File: src/rtl/sipo_deserializer_pkg.sv
// Shared definitions for the serial link: word width, bit order and the
// output-register state encoding used by the SIPO receiver.
package sipo_deserializer_pkg;

   // Word width shared by the PISO transmitter and the SIPO receiver.
   localparam int SER_WORD_WIDTH = 4;

   // The link carries bit 0 of each word first.
   localparam bit SER_LSB_FIRST = 1'b1;

   // Output register occupancy.
   typedef enum logic {
      OUT_EMPTY = 1'b0,
      OUT_FULL  = 1'b1
   } out_state_e;

endpackage : sipo_deserializer_pkg

File: src/rtl/sipo_shift_core.sv
// Shift register and bit counter that assemble serial bits into a word.
// word_done pulses combinationally on the accepted bit that completes a
// word; word then carries the completed value with that bit in the MSB.
module sipo_shift_core #(
   parameter int WIDTH = 4,
   parameter int CNT_W = $clog2(WIDTH)
) (
   input  logic             clk,
   input  logic             rst,
   input  logic             sin,
   input  logic             sin_valid,
   input  logic             clear,
   output logic             word_done,
   output logic [WIDTH-1:0] word,
   output logic [CNT_W-1:0] bit_cnt
);

   localparam logic [CNT_W-1:0] LAST_CNT = CNT_W'(WIDTH - 1);

   logic [WIDTH-1:0] shreg_q, shreg_d;
   logic [CNT_W-1:0] cnt_q, cnt_d;

   // Next shift/count state: clear wins over an incoming bit, gaps hold state.
   always_comb begin
      shreg_d   = shreg_q;
      cnt_d     = cnt_q;
      word_done = 1'b0;
      word      = {sin, shreg_q[WIDTH-1:1]};
      if (clear) begin
         shreg_d = '0;
         cnt_d   = '0;
      end else if (sin_valid) begin
         // New bit enters at the MSB so the first bit lands in bit 0.
         shreg_d = {sin, shreg_q[WIDTH-1:1]};
         if (cnt_q == LAST_CNT) begin
            cnt_d     = '0;
            word_done = 1'b1;
         end else begin
            cnt_d = cnt_q + CNT_W'(1);
         end
      end
   end

   // Shift register and counter flops.
   always_ff @(posedge clk or posedge rst) begin
      if (rst) begin
         shreg_q <= '0;
         cnt_q   <= '0;
      end else begin
         shreg_q <= shreg_d;
         cnt_q   <= cnt_d;
      end
   end

   assign bit_cnt = cnt_q;

endmodule : sipo_shift_core

File: src/rtl/sipo_deserializer.sv
// Serial-in, parallel-out receiver: assembles LSB-first serial words and
// holds each completed word in a valid/ready output register with a sticky
// overrun flag for words dropped while the register was still occupied.
module sipo_deserializer
   import sipo_deserializer_pkg::*;
#(
   parameter int WIDTH = SER_WORD_WIDTH
) (
   input  logic                     clk,
   input  logic                     rst,
   input  logic                     sin,
   input  logic                     sin_valid,
   input  logic                     clear,
   output logic [WIDTH-1:0]         dout,
   output logic                     dout_valid,
   input  logic                     dout_ready,
   output logic [$clog2(WIDTH)-1:0] bit_cnt,
   output logic                     overrun
);

   localparam int CNT_W = $clog2(WIDTH);

   logic             word_done;
   logic [WIDTH-1:0] word;

   out_state_e       state_q, state_d;
   logic [WIDTH-1:0] dout_q, dout_d;
   logic             overrun_q, overrun_d;

   sipo_shift_core #(
      .WIDTH (WIDTH),
      .CNT_W (CNT_W)
   ) u_core (
      .clk       (clk),
      .rst       (rst),
      .sin       (sin),
      .sin_valid (sin_valid),
      .clear     (clear),
      .word_done (word_done),
      .word      (word),
      .bit_cnt   (bit_cnt)
   );

   // Output register next state: load, consume, or drop-and-flag a word.
   always_comb begin
      state_d   = state_q;
      dout_d    = dout_q;
      overrun_d = overrun_q;
      case (state_q)
         OUT_EMPTY: begin
            // dout_ready is ignored while nothing is pending.
            if (word_done) begin
               dout_d  = word;
               state_d = OUT_FULL;
            end
         end
         OUT_FULL: begin
            if (word_done) begin
               if (dout_ready) begin
                  // Consumer takes the old word as the new one arrives.
                  dout_d = word;
               end else begin
                  overrun_d = 1'b1;
               end
            end else if (dout_ready) begin
               state_d = OUT_EMPTY;
            end
         end
         default: state_d = OUT_EMPTY;
      endcase
      // word_done is already suppressed during clear, so no new overrun here.
      if (clear) begin
         overrun_d = 1'b0;
      end
   end

   // Output register, occupancy and overrun flops.
   always_ff @(posedge clk or posedge rst) begin
      if (rst) begin
         state_q   <= OUT_EMPTY;
         dout_q    <= '0;
         overrun_q <= 1'b0;
      end else begin
         state_q   <= state_d;
         dout_q    <= dout_d;
         overrun_q <= overrun_d;
      end
   end

   assign dout       = dout_q;
   assign dout_valid = (state_q == OUT_FULL);
   assign overrun    = overrun_q;

endmodule : sipo_deserializer

File: config.mk
export PLATFORM = sky130hd
export DESIGN_NAME = sipo_deserializer
export DESIGN_NICKNAME = d
export VERILOG_FILES = /design/src/rtl/sipo_deserializer_pkg.sv /design/src/rtl/sipo_shift_core.sv /design/src/rtl/sipo_deserializer.sv
export SDC_FILE = /design/constraint.sdc
export NUM_CORES = 1
export LEC_CHECK = 0
export BUFFER_PORTS_ARGS = -buffer_cell sky130_fd_sc_hd__buf_2
export CAP_MARGIN = 0
export CORE_AREA = 10 10 47 49
export DETAILED_ROUTE_END_ITERATION = 7
export DIE_AREA = 0 0 57 59
export PLACE_DENSITY = 0.66
export SLEW_MARGIN = 20
export SYNTH_ARGS = -nofsm -noshare
export SYNTH_HDL_FRONTEND = slang
export SYNTH_SLANG_ARGS = --single-unit
File: constraint.sdc
create_clock -name clk -period 1.3 [get_ports clk]
set_input_delay 0 -clock clk [delete_from_list [all_inputs] [get_ports clk]]
set_output_delay 0 -clock clk [all_outputs]
set_load 0.02 [all_outputs]
==> results.txt, run 1 <==
The number of max-slew violations in the final report is 0, and the area of the core is 0.00140 mm². The number of global-route vias before repair came out at 358. The filler cells instantiated in the layout total 142.

The detailed-route via count is 314, and the number of storage elements in the synthesis netlist is 11. Sorting the synthesized cells by area gives the leading types as sky130_fd_sc_hd__dfrtp_1 (55%), sky130_fd_sc_hd__mux2_4 (12%), sky130_fd_sc_hd__mux2i_1 (8.0%). For the post-layout utilization of the core, the log shows 0.456. Gates resized during post-CTS repair numbered 0. CTS placed an instance of sky130_fd_sc_hd__clkbuf_4 at the clock tree root. The number of buffers created by CTS was 3; the post-synthesis instance area was 500 µm². The tool flagged a number of max-cap violations equal to 0.

The final global-route overflow total is 0. For this run, the post-layout net count is 62. Count of unique library cells instantiated by Yosys: 13. The kind of end point of the critical path was a flip-flop. The largest area contributor in the netlist was sky130_fd_sc_hd__dfrtp_1. Synthesized area per cell: 14.3 µm².

The largest net degree at the start of global routing is 12, and the sum of routed wire length over all layers is 949 µm. The critical path is of the flip-flop to flip-flop type. The final sum of negative setup slack was -0.129 ns; the post-detailed-route wirelength per cell was 13.6 µm. For the worst setup path, the data required time is 1.45 ns. The final reports fail on setup timing. Switching part of the total power: 0.266. For this design the ratio of total power to cell area is 1150 mW/mm².

The proportion of synthesized chip area in sequential cells came out at 0.550. The most used flip-flop cell after synthesis is sky130_fd_sc_hd__dfrtp_1. TritonCTS built the clock tree. Summed over all cells, the static leakage comes to 0.334 nW.

Setup repair after global routing could not meet its margin everywhere. Dividing the detail-routed via count by the number of cells gives 4.49. The latest clock arrival within the worst-skew pair was 0.27 ns; the final standard cell count with taps included and fillers excluded was 70.

The final critical-path setup slack was -0.0361 ns. Synthesis produced 35 cells. The die is 57 µm wide. The first global-routing pass estimated 1610 µm of wire.

The net count after synthesis was 42; the internal power contribution was 0.539 mW. The count of boundary I/O pins is 14. The fraction of registers with async set or reset after synthesis was 1.00. For the number of cells after detailed placement, the log shows 64.

The flow ran to the end, but the final reports show violations. The run gives 1 as the initial detailed-routing violation count. The number of endpoints with negative hold slack in the final report came out at 0. The congestion estimate from routability-driven global placement came to 0.632.

The clock tree buffer depth is 2, and the first-pass detailed-route iteration total is 2. Layout cell share with drive strength beyond 1: 0.519. Count of port buffers added during placement: 13. The initial antenna violation count was 0; the starting density of the core was 0.357. The HPWL after detailed placement is 757 µm.

The headroom to the max-slew limit is 0.711. The number of flops mapped to enable cells by yosys is 0, and the die footprint is 0.00336 mm². The combinational power share is 0.163, and the overall die height is 59 µm. Counting every sink on the clock net gives 11. The number of setup violations in the final report came out at 4. VDD sags by at most 0.680 mV.

For this run, the number of Yosys warnings is 0. Class of the worst hold path: input port to flip-flop. By instance count, the leading cell after synthesis is sky130_fd_sc_hd__dfrtp_1. The worst setup path is launched from a flip-flop.

In this run the worst path has a maximum fanout of 4. For the sequential group share of total power, the log shows 0.514. Ranked by instance count, the synthesized netlist is headed by sky130_fd_sc_hd__dfrtp_1 (11), sky130_fd_sc_hd__nor2_1 (6), sky130_fd_sc_hd__mux2_4 (4), sky130_fd_sc_hd__mux2i_1 (4), sky130_fd_sc_hd__buf_6 (2). The logs give 1 for the CTS H-tree depth and 0 for the number of antenna repair diodes. From synthesis to final layout, the design area changed by 27.7%. The tools report the worst hold margin as 0.00679 ns.

The clock transition at the registers of the reported paths came out at 0.07 ns. For this design the total switching power over the nets is 0.195 mW. The slew at the pin closest to its max-slew limit was 0.433 ns; the data arrival at the endpoint of the critical path was 1.49 ns. Static timing analysis puts the maximum clock frequency at 748 MHz. The run gives 0.323 as the part of the power in the clock network. The overall track demand over capacity in global routing is 0.0612, and the number of design rule violations left after detail routing is 0. The ratio of final minimum period to clock period is 1.03.

The portion of synthesized cell area occupied by the leading cell type came out at 0.550. The shortest period the worst path allows is 1.34 ns, and the power after layout is 0.734 mW. The clock arrives with 0.00628 ns of skew. In this run the core area contains 14 standard-cell rows. The remaining antenna violation count is 0.
[through the flow]
step / area, µm² / setup slack (ns)
floorplan: 515 / -0.0731
global placement: 593 / -0.0120
detailed placement: 593 / -0.0461
CTS: 639 / -0.0425
global route: 639 / -0.0882
finish: 639 / -0.0361
[critical path, stage by stage (launching register included)]
cell	delay, ns
sky130_fd_sc_hd__dfrtp_2	0.39
sky130_fd_sc_hd__ha_4	0.15
sky130_fd_sc_hd__nand2_4	0.05
sky130_fd_sc_hd__nor3_4	0.29
sky130_fd_sc_hd__mux2_4	0.33
[cell usage in the layout (no fill, tap or decap), drive strengths merged]
cell type,Yosys,layout
mux2i,4,4
clkbuf,0,4
nor2b,1,1
xnor2,1,1
ha,1,1
nor2,6,6
o21bai,1,1
nor3,1,1
mux2,4,4
buf,2,15
a31oi,1,1
nand2,1,1
dlygate4sd3,0,2
inv,1,1
dfrtp,11,11
[power groups by stage]
stage / sequential, mW / combinational (mW) / clock (mW)
finish: 0.377 / 0.120 / 0.237
global route: 0.379 / 0.131 / 0.254
CTS: 0.378 / 0.123 / 0.240
detailed placement: 0.384 / 0.118 / 0
global placement: 0.384 / 0.116 / 0
floorplan: 0.405 / 0.0573 / 0
[kinds of logic after synthesis]
| logic type | after synthesis | share of synthesized area |
|---|---|---|
| xor gates and xnor gates | 1 | 0.0175 |
| muxes | 8 | 0.200 |
| buffers and inverters | 3 | 0.0525 |
| DFF | 11 | 0.550 |
| adders and majority gates | 1 | 0.0250 |
| AOI/OAI and AO/OA | 2 | 0.0275 |
| and+or+nand+nor | 9 | 0.127 |
[routing by layer]
layer  up-vias  part of all wire  global-route usage
li1        154                 -                   -
met1       149              0.47              0.0699
met2         9              0.47              0.0946
met3         2             0.041              0.0279
met4         0             0.020              0.0302
met5         -                 0                   0
[sequential cells by signal, indices dropped and copies added, names as in the netlist]
name and count:
dout 4, dout_valid 1, u_core.shreg_q 3, u_core.bit_cnt 2, overrun 1
[repair_timing]
item | in CTS | in global routing
buffers inserted | 0 | 0
endpoints found under the hold margin | 12 | 0
gates cloned | 0 | 0
setup endpoints to repair | 4 | 4
pin swaps | 1 | 0
hold buffers | 2 | 0
[final cells by class]
class	instances	area (µm²)	share of cell area
Clock buffer	4	26.3	0.0411
Inverter	1	3.75	0.00587
Multi-Input combinational cell	21	211	0.331
Sequential cell	11	278	0.434
Tap cell	16	20.0	0.0313
Timing Repair Buffer	17	100	0.157
[worst paths after layout]
kind,from,cells after the start,endpoint,slack [ns]
max reg2reg,u_core.bit_cnt[1]$_DFFE_PP0P_,4,dout[2]$_DFFE_PP0P_,-0.04
max,u_core.bit_cnt[1]$_DFFE_PP0P_,4,dout[2]$_DFFE_PP0P_,-0.04
max in group asynchronous,rst,3,u_core.bit_cnt[1]$_DFFE_PP0P_,0.72
min in group asynchronous,rst,3,dout[3]$_DFFE_PP0P_,0.26
min,clear,2,u_core.bit_cnt[0]$_DFFE_PP0P_,0.007
min reg2reg,overrun$_DFFE_PP0P_,2,overrun$_DFFE_PP0P_,0.51
No activity file was read; power rests on OpenSTA's default activity.
==> run 2: changes to the inputs <==
- PLACE_DENSITY: 0.66 -> 0.67
- SYNTH_HIERARCHICAL: not set -> 1
==> run 2 against run 1 <==
Against the previous run: the run now ends clean; fmax grew 6.7%; clock power shrank 5%; worst hold slack gained 0.099 ns; sequential share of layout area shrank 1.8 points; first-iteration DRC count shrank 100%; global-route usage grew 0.51 points; register-to-register slack gained 0.08 ns.
==> results.txt, run 2 <==
The run finished with clean final reports. The latest clock arrival within the worst-skew pair was 0.26 ns. The count of clock tree sinks was 11; the data arrival at the endpoint of the critical path was 1.40 ns.

Worst reg2reg path endpoint: dout[3]$_DFFE_PP0P_. The library cell used most frequently in the layout, excluding fill and tap cells, is sky130_fd_sc_hd__buf_2. The cell area that synthesis handed to floorplanning was 507 µm².

The clock passes through at most 2 buffers. Counting every net in the synthesized netlist gives 46. The biggest fanout along the worst timing path is 4. The origin of the worst setup path was u_core/bit_cnt[0]$_DFFE_PP0P_. Overall track demand over capacity in global routing: 0.0663.

The ratio of final minimum period to clock period was 0.964; the setup clock skew after layout was 0.00320 ns. In the routed design, unresolved DRC markers number 0. The synthesized area per cell works out to 13.0 µm².

For the total of warnings raised by yosys, the log shows 6. TritonCTS built the clock tree. The CTS H-tree depth is 1.

The class of the worst hold path was input port to flip-flop. The weighted congestion reported at the end of routability-driven placement is 0.701. For the worst flop-to-flop path, the logic depth is 5. Setup slack on the worst reg-to-reg path comes out at 0.05 ns. The initial antenna violation count was 0; the number of flops mapped to enable cells by yosys was 0. OpenSTA, run right after detailed placement, puts the worst setup slack at 0.0139 ns.

The logs give 0 for the number of endpoints with negative hold slack in the final report and 0.00140 mm² for the area of the core. The total power divided by cell area was 1050 mW/mm²; the final global-route overflow total was 0. For the worst voltage drop across the vdd grid, the log shows 0.606 mV. The count of port buffers added during placement was 13.

The cell leakage power is 0.376 nW. Subtracting the final worst setup slack from the clock period gives 1.25 ns. STA puts the critical path data required time at 1.44 ns. The most used flip-flop cell after synthesis is sky130_fd_sc_hd__dfrtp_1. The timing-limited maximum frequency is 798 MHz. The headroom to the max-slew limit was 0.853; the die footprint was 0.00336 mm². The run gives 0.362 as the starting density of the core. Setup repair after global routing left no endpoint under its margin.

By area the synthesized netlist is led by sky130_fd_sc_hd__dfrtp_1 (54%), sky130_fd_sc_hd__mux2_4 (12%), sky130_fd_sc_hd__mux2i_1 (7.9%). Counting the fill cells in the layout gives 147. Pin placement for this block handled 14 I/O pins. The number of max-slew violations in the final report came out at 0. By count the netlist is led by sky130_fd_sc_hd__dfrtp_1 (11), sky130_fd_sc_hd__nor2_1 (6), sky130_fd_sc_hd__mux2_4 (4), sky130_fd_sc_hd__mux2i_1 (4), sky130_fd_sc_hd__inv_1 (3). The number of storage elements in the synthesis netlist is 11, and the initial detailed-routing violation count is 0.

The first-pass detailed-route iteration total is 1, and the number of antenna repair diodes is 0. The worst setup path endpoint was dout[3]$_DFFE_PP0P_. Setup slack closes at 0.0473 ns. The final sum of negative setup slack is 0 ns, and the area added between synthesis and finish is 31.6%. The number of max-cap violations is 0, and the number of buffers created by CTS is 3. Wire length of the first global-routing pass: 1720 µm. Die boundary width: 57 µm. Once detailed placement completed, the half-perimeter wirelength came to 798 µm.

The flip-flop count of the largest register after layout came out at 4. Dividing the detail-routed via count by the number of cells gives 4.36. For the number of nets in the layout, the log shows 68.

The layout cell share with drive strength beyond 1 was 0.517. Synthesized netlist cell count: 39. Setup violations remaining at the end of the flow were counted as 0. The tools report the buffer cell driving the clock tree root as sky130_fd_sc_hd__clkbuf_4. Entering global routing, the biggest net connects 8 pins. The run gives 0 as the remaining antenna violation count. For this block, the routed nets add up to 971 µm of wire. Overall die height: 59 µm.

The post-detailed-route wirelength per cell is 12.8 µm. The proportion of synthesized chip area in sequential cells was 0.543; the post-layout utilization of the core was 0.476. In this run the critical register-to-register path is launched from u_core/bit_cnt[0]$_DFFE_PP0P_.

STA classifies the critical path startpoint as a flip-flop. The fraction of registers with async set or reset after synthesis was 1.00; the clock transition at the registers of the reported paths was 0.07 ns. The portion of synthesized cell area occupied by the leading cell type is 0.543, and the count of unique library cells instantiated by Yosys is 16. sky130_fd_sc_hd__dfrtp_1 takes more of the synthesized area than any other cell.

In the layout the commonest cells are sky130_fd_sc_hd__buf_2 (13), sky130_fd_sc_hd__dfrtp_1 (9), sky130_fd_sc_hd__nor2_1 (5). The tools report the number of global-route vias before repair as 386. Category of the critical setup timing path: flip-flop to flip-flop. Among all cell types in the netlist, the one instantiated most often is sky130_fd_sc_hd__dfrtp_1.

The number of rows created at floorplan is 14, and the slew at the pin closest to its max-slew limit is 0.220 ns. Kind of end point of the critical path: a flip-flop. Across all layers, the routed design uses 331 vias.
## run 2: metrics by stage
stage	hold slack, ns	instances	area (µm²)	total power [mW]
after floorplan	-0.222	39	512	0.437
after global placement	-0.0850	67	586	0.466
after detailed placement	-0.0821	67	586	0.470
after CTS	0.0994	74	642	0.708
after global routing	0.145	76	667	0.740
final	0.105	76	667	0.698
## run 2: cell type report
type | instances | area (µm²) | area share
Inverter | 3 | 11.3 | 0.0169
Timing Repair Buffer | 19 | 118 | 0.176
Tap cell | 16 | 20.0 | 0.0300
Sequential cell | 11 | 278 | 0.417
Multi-Input combinational cell | 23 | 214 | 0.321
Clock buffer | 4 | 26.3 | 0.0394
## run 2: worst min-delay path by stage
stage                     startpoint                       endpoint  slack [ns]  cells after the start
after detailed placement         rst  u_core/shreg_q[3]$_DFFE_PP0P_       -0.08                      2
after global placement           rst  u_core/shreg_q[3]$_DFFE_PP0P_       -0.09                      2
final                     dout_ready            overrun$_DFFE_PP0P_        0.11                      4
after floorplan                  rst  u_core/shreg_q[1]$_DFFE_PP0P_       -0.22                      1
after global routing      dout_ready            overrun$_DFFE_PP0P_        0.14                      4
after CTS                 dout_ready            overrun$_DFFE_PP0P_         0.1                      4
## run 2: kinds of logic after synthesis
kind of cell / count (synthesis) / synth area share
AND/OR/NAND/NOR: 12 / 0.146
flip-flops: 11 / 0.543
adder cells (fa/ha/maj): 1 / 0.0247
buffers and inverters: 5 / 0.0593
multiplexers: 8 / 0.198
AO/OA/AOI/OAI: 2 / 0.0296
## run 2: power by group
group	internal [mW]	switching, mW	total (mW)
Combinational	0.0505	0.0534	0.104
Sequential	0.359	0.00969	0.368
Clock	0.118	0.107	0.225
## run 2: routing by layer
metal	global-route usage	wire (µm)
met1	0.0682	402
met2	0.0992	472
met3	0.0300	78
met4	0.0604	17
met5	0	0
## run 2: what timing repair did
item / in CTS / in global routing
resized for setup: 0 / 3
endpoints found under the setup margin: 0 / 4
endpoints found under the hold margin: 15 / 0
hold buffers: 3 / 0
setup buffers: 0 / 2
## run 2: worst max-delay path: stages, from the launching register on
cell                      delay, ns
sky130_fd_sc_hd__dfrtp_2       0.37
sky130_fd_sc_hd__ha_2          0.19
sky130_fd_sc_hd__nand2_2       0.06
sky130_fd_sc_hd__nor2_4        0.13
sky130_fd_sc_hd__nand2_4       0.08
sky130_fd_sc_hd__mux2_4        0.30
==> run 3: changes to the inputs <==
- ABC_AREA: not set -> 1
- PLACE_DENSITY: 0.67 -> 0.64
==> run 3 against run 2 <==
Against the previous run: critical path depth is 1 higher; clock-buffer cell count stayed put; register-to-register slack better by 0.08 ns; via count is 25% higher; critical endpoint is now dout[0]$_DFFE_PP0P_; largest power group unchanged.
==> results.txt, run 3 <==
The flow ran to the end, and the final reports show no timing, DRC or antenna violations. Number of endpoints with negative hold slack in the final report: 0. The Yosys step of the flow raised 6 warnings. Summing internal, switching and leakage power gives 0.694 mW. For this run, the top clock speed supported by timing is 856 MHz. For this block, the initial DRC count from the detailed router was 17.

The longest clock path from root to sink contains 2 buffers. The post-layout utilization of the core was 0.453. For the pin with the worst max-slew slack, the measured transition is 0.228 ns. Yosys attributes the largest share of cell area to sky130_fd_sc_hd__dfrtp_1 (58%), sky130_fd_sc_hd__nand2_1 (17%), sky130_fd_sc_hd__nand3_1 (9.4%). The run gives 1 as the CTS H-tree depth. The class of the worst hold path was input port to flip-flop. The tools report the storage element area as 275 µm².

Counting flops with a built-in enable in the synthesized netlist gives 0. The via density per instance was 4.40; the die footprint was 0.00336 mm². The library cells used most frequently in the layout, excluding fill and tap cells, are sky130_fd_sc_hd__nand2_1 (22), sky130_fd_sc_hd__buf_2 (13), sky130_fd_sc_hd__dfrtp_1 (11). The headroom to the max-slew limit is 0.848. Entering global routing, the biggest net connects 8 pins. The worst voltage drop across the vdd grid is 0.575 mV, and the final global-route overflow total is 0. The tools report the kind of end point of the critical path as a flip-flop.

Number of max-slew violations in the final report: 0. The biggest area contributor in the post-synthesis netlist is sky130_fd_sc_hd__dfrtp_1. In this run the most critical hold path is launched from dout_ready.

Among all flip-flop cells after synthesis, the most frequent one is sky130_fd_sc_hd__dfrtp_1. Counting cells, the worst reg-to-reg path comes to 6. By count the netlist is led by sky130_fd_sc_hd__nand2_1 (22), sky130_fd_sc_hd__dfrtp_1 (11), sky130_fd_sc_hd__nand3_1 (9), sky130_fd_sc_hd__inv_1 (6), sky130_fd_sc_hd__nor2_1 (3). The fraction of registers with async set or reset after synthesis was 1.00. In the routed design, unresolved DRC markers number 0. By instance count, the leading cell after synthesis is sky130_fd_sc_hd__nand2_1. The number of max-cap violations came out at 0. In the final layout, the multi-input gates occupy 176 µm².

Ratio of final minimum period to clock period: 0.898. Row generation in the floorplan step produced 14 rows. Across all layers, the routed design uses 414 vias. The count of buffers added on input and output ports is 13.

Setup slack on the worst reg-to-reg path comes out at 0.13 ns. Along the worst hold path, the cell count comes to 4. At the worst endpoint, the required time is 1.46 ns. The wire length of the first global-routing pass was 1900 µm; the clock transition at the registers of the reported paths was 0.07 ns.

The worst hold margin was 0.00438 ns. The overall die height works out to 59 µm. For the number of global-route vias before repair, the log shows 433. The repair_antennas step left the layout with diodes totalling 0. Biggest fanout along the worst timing path: 7.

Dividing total power by cell area gives a power density of 1090 mW/mm². The count of nets left with antenna violations once routing finished came out at 0. Setup slack closes at 0.132 ns. Counting the fill cells in the layout gives 146. The tools report the overall track demand over capacity in global routing as 0.0712. The tools report the data arrival at the endpoint of the critical path as 1.33 ns. The endpoint identified for the worst register-to-register timing path is dout[0]$_DFFE_PP0P_.

In this run, CTS created clock tree buffers numbering 3. The logs give 57 for the synthesized netlist cell count and 86 for the number of nets in the layout. After detailed routing, the average wire length per cell comes to 11.1 µm. The tree is rooted in a sky130_fd_sc_hd__clkbuf_4. The layout cell share with drive strength beyond 1 was 0.282; the proportion of synthesized chip area in sequential cells was 0.576. TritonCTS built the clock tree. The starting density of the core is 0.341. The synthesized area per cell came out at 8.39 µm². Commonest non-fill, non-tap cell in the layout: sky130_fd_sc_hd__nand2_1. The wire-length estimate of the detail-placed layout is 795 µm. At the end of routability-driven placement, the weighted congestion stood at 0.695.

The setup clock skew after layout is 0.00386 ns, and the first-pass detailed-route iteration total is 3. The total placed instance area was 558 µm²; the number of storage elements in the synthesis netlist was 11. Summed over all layers, the routed wires come to 1040 µm. The register with the most flip-flops in the layout has 4 of them.

Relative to the synthesized area, the layout overhead comes to 32.7%. For the cell leakage power, the log shows 0.380 nW. The tree built by TritonCTS fans out to 11 sinks.

Capture endpoint of the worst hold path: overrun$_DFFE_PP0P_. Number of setup violations in the final report: 0. The portion of synthesized cell area occupied by the leading cell type came out at 0.576. The count of unique library cells instantiated by Yosys is 11, and the post-synthesis instance area is 478 µm². The startpoint type of the worst setup path is a flip-flop.

When the netlist entered floorplanning its net count stood at 64. The critical path in this run is classified as flip-flop to flip-flop. Summing all non-filler instances in the final layout gives an area of 634 µm².

The worst-case setup slack after placement is 0.0876 ns. Clock latency on the worst-skew pair, taken at its later pin, is 0.27 ns. The initial antenna violation count was 0; the shortest period the worst path allows was 1.17 ns. The die boundary width was 57 µm. Launching point of the worst reg2reg path: u_core/bit_cnt[0]$_DFFE_PP0P_.

The logs give 0.00140 mm² for the area of the core and 14 for the count of boundary I/O pins.
[run 3: cell types whose count changed after synthesis, moves of 3 or more]
cell and delta:
sky130_fd_sc_hd__inv_1 +3, sky130_fd_sc_hd__mux2_4 -4, sky130_fd_sc_hd__mux2i_1 -4, sky130_fd_sc_hd__nand2_1 +21, sky130_fd_sc_hd__nand3_1 +9, sky130_fd_sc_hd__nor2_1 -3
[run 3: cell families after synthesis]
kind of cell	Yosys count	synth area share
buffers and inverters	8	0.0707
DFF	11	0.576
adders and majority gates	1	0.0262
AOI/OAI and AO/OA	1	0.0105
and+or+nand+nor	36	0.317
[run 3: timing repair]
action,CTS,global route
endpoints found under the hold margin,14,0
setup buffers,0,2
endpoints found under the setup margin,0,5
hold buffers,3,0
resized for setup,0,1
[run 3: critical path: stages, from the launching register on]
cell and delay, ns:
sky130_fd_sc_hd__dfrtp_1 0.39, sky130_fd_sc_hd__ha_1 0.18, sky130_fd_sc_hd__nand2_1 0.09, sky130_fd_sc_hd__nor2_4 0.15, sky130_fd_sc_hd__nand2_1 0.12, sky130_fd_sc_hd__nand2_1 0.09
sky130_fd_sc_hd__nand2_1 0.04
[run 3: power by group]
part / total (mW) / switching, mW / internal [mW] / leakage [nW]
logic: 0.0961 / 0.0573 / 0.0388 / 0.214
clock network: 0.227 / 0.109 / 0.119 / 0.0150
registers: 0.371 / 0.0118 / 0.359 / 0.151
total: 0.694 / 0.178 / 0.517 / 0.380
[run 3: area by class of cell]
class                   instances  share of cell area
repair buffers                 18               0.174
flip-flops and latches         11               0.434
inverters                       7              0.0414
multi-input cells              38               0.278
clock buffers                   4              0.0414
well taps                      16              0.0316
[run 3: worst max path at each step]
stage,start,to,slack (ns),depth (start not counted)
final,u_core/bit_cnt[0]$_DFFE_PP0P_,dout[0]$_DFFE_PP0P_,0.13,6
after global routing,u_core/bit_cnt[1]$_DFFE_PP0P_,dout[2]$_DFFE_PP0P_,-0.02,6
after CTS,u_core/bit_cnt[0]$_DFFE_PP0P_,dout[0]$_DFFE_PP0P_,0.07,6
after detailed placement,u_core/bit_cnt[0]$_DFFE_PP0P_,dout[1]$_DFFE_PP0P_,0.09,6
after global placement,u_core/bit_cnt[0]$_DFFE_PP0P_,dout[2]$_DFFE_PP0P_,0.13,6
after floorplan,u_core/bit_cnt[0]$_DFFE_PP0P_,dout[0]$_DFFE_PP0P_,0.05,6
[run 3: per-layer routing]
| layer | track usage | vias to the layer above | wire (µm) |
|---|---|---|---|
| met3 | 0.0536 | 0 | 103 |
| met1 | 0.0759 | 186 | 452 |
| li1 | - | 217 | - |
| met5 | 0 | - | 0 |
| met2 | 0.113 | 11 | 486 |
| met4 | 0.0101 | 0 | 0 |
[run 3: stage by stage]
stage	setup TNS [ns]	cells
global placement	0	85
global route	-0.0630	94
detailed placement	0	85
finish	0	94
floorplan	0	57
CTS	0	92
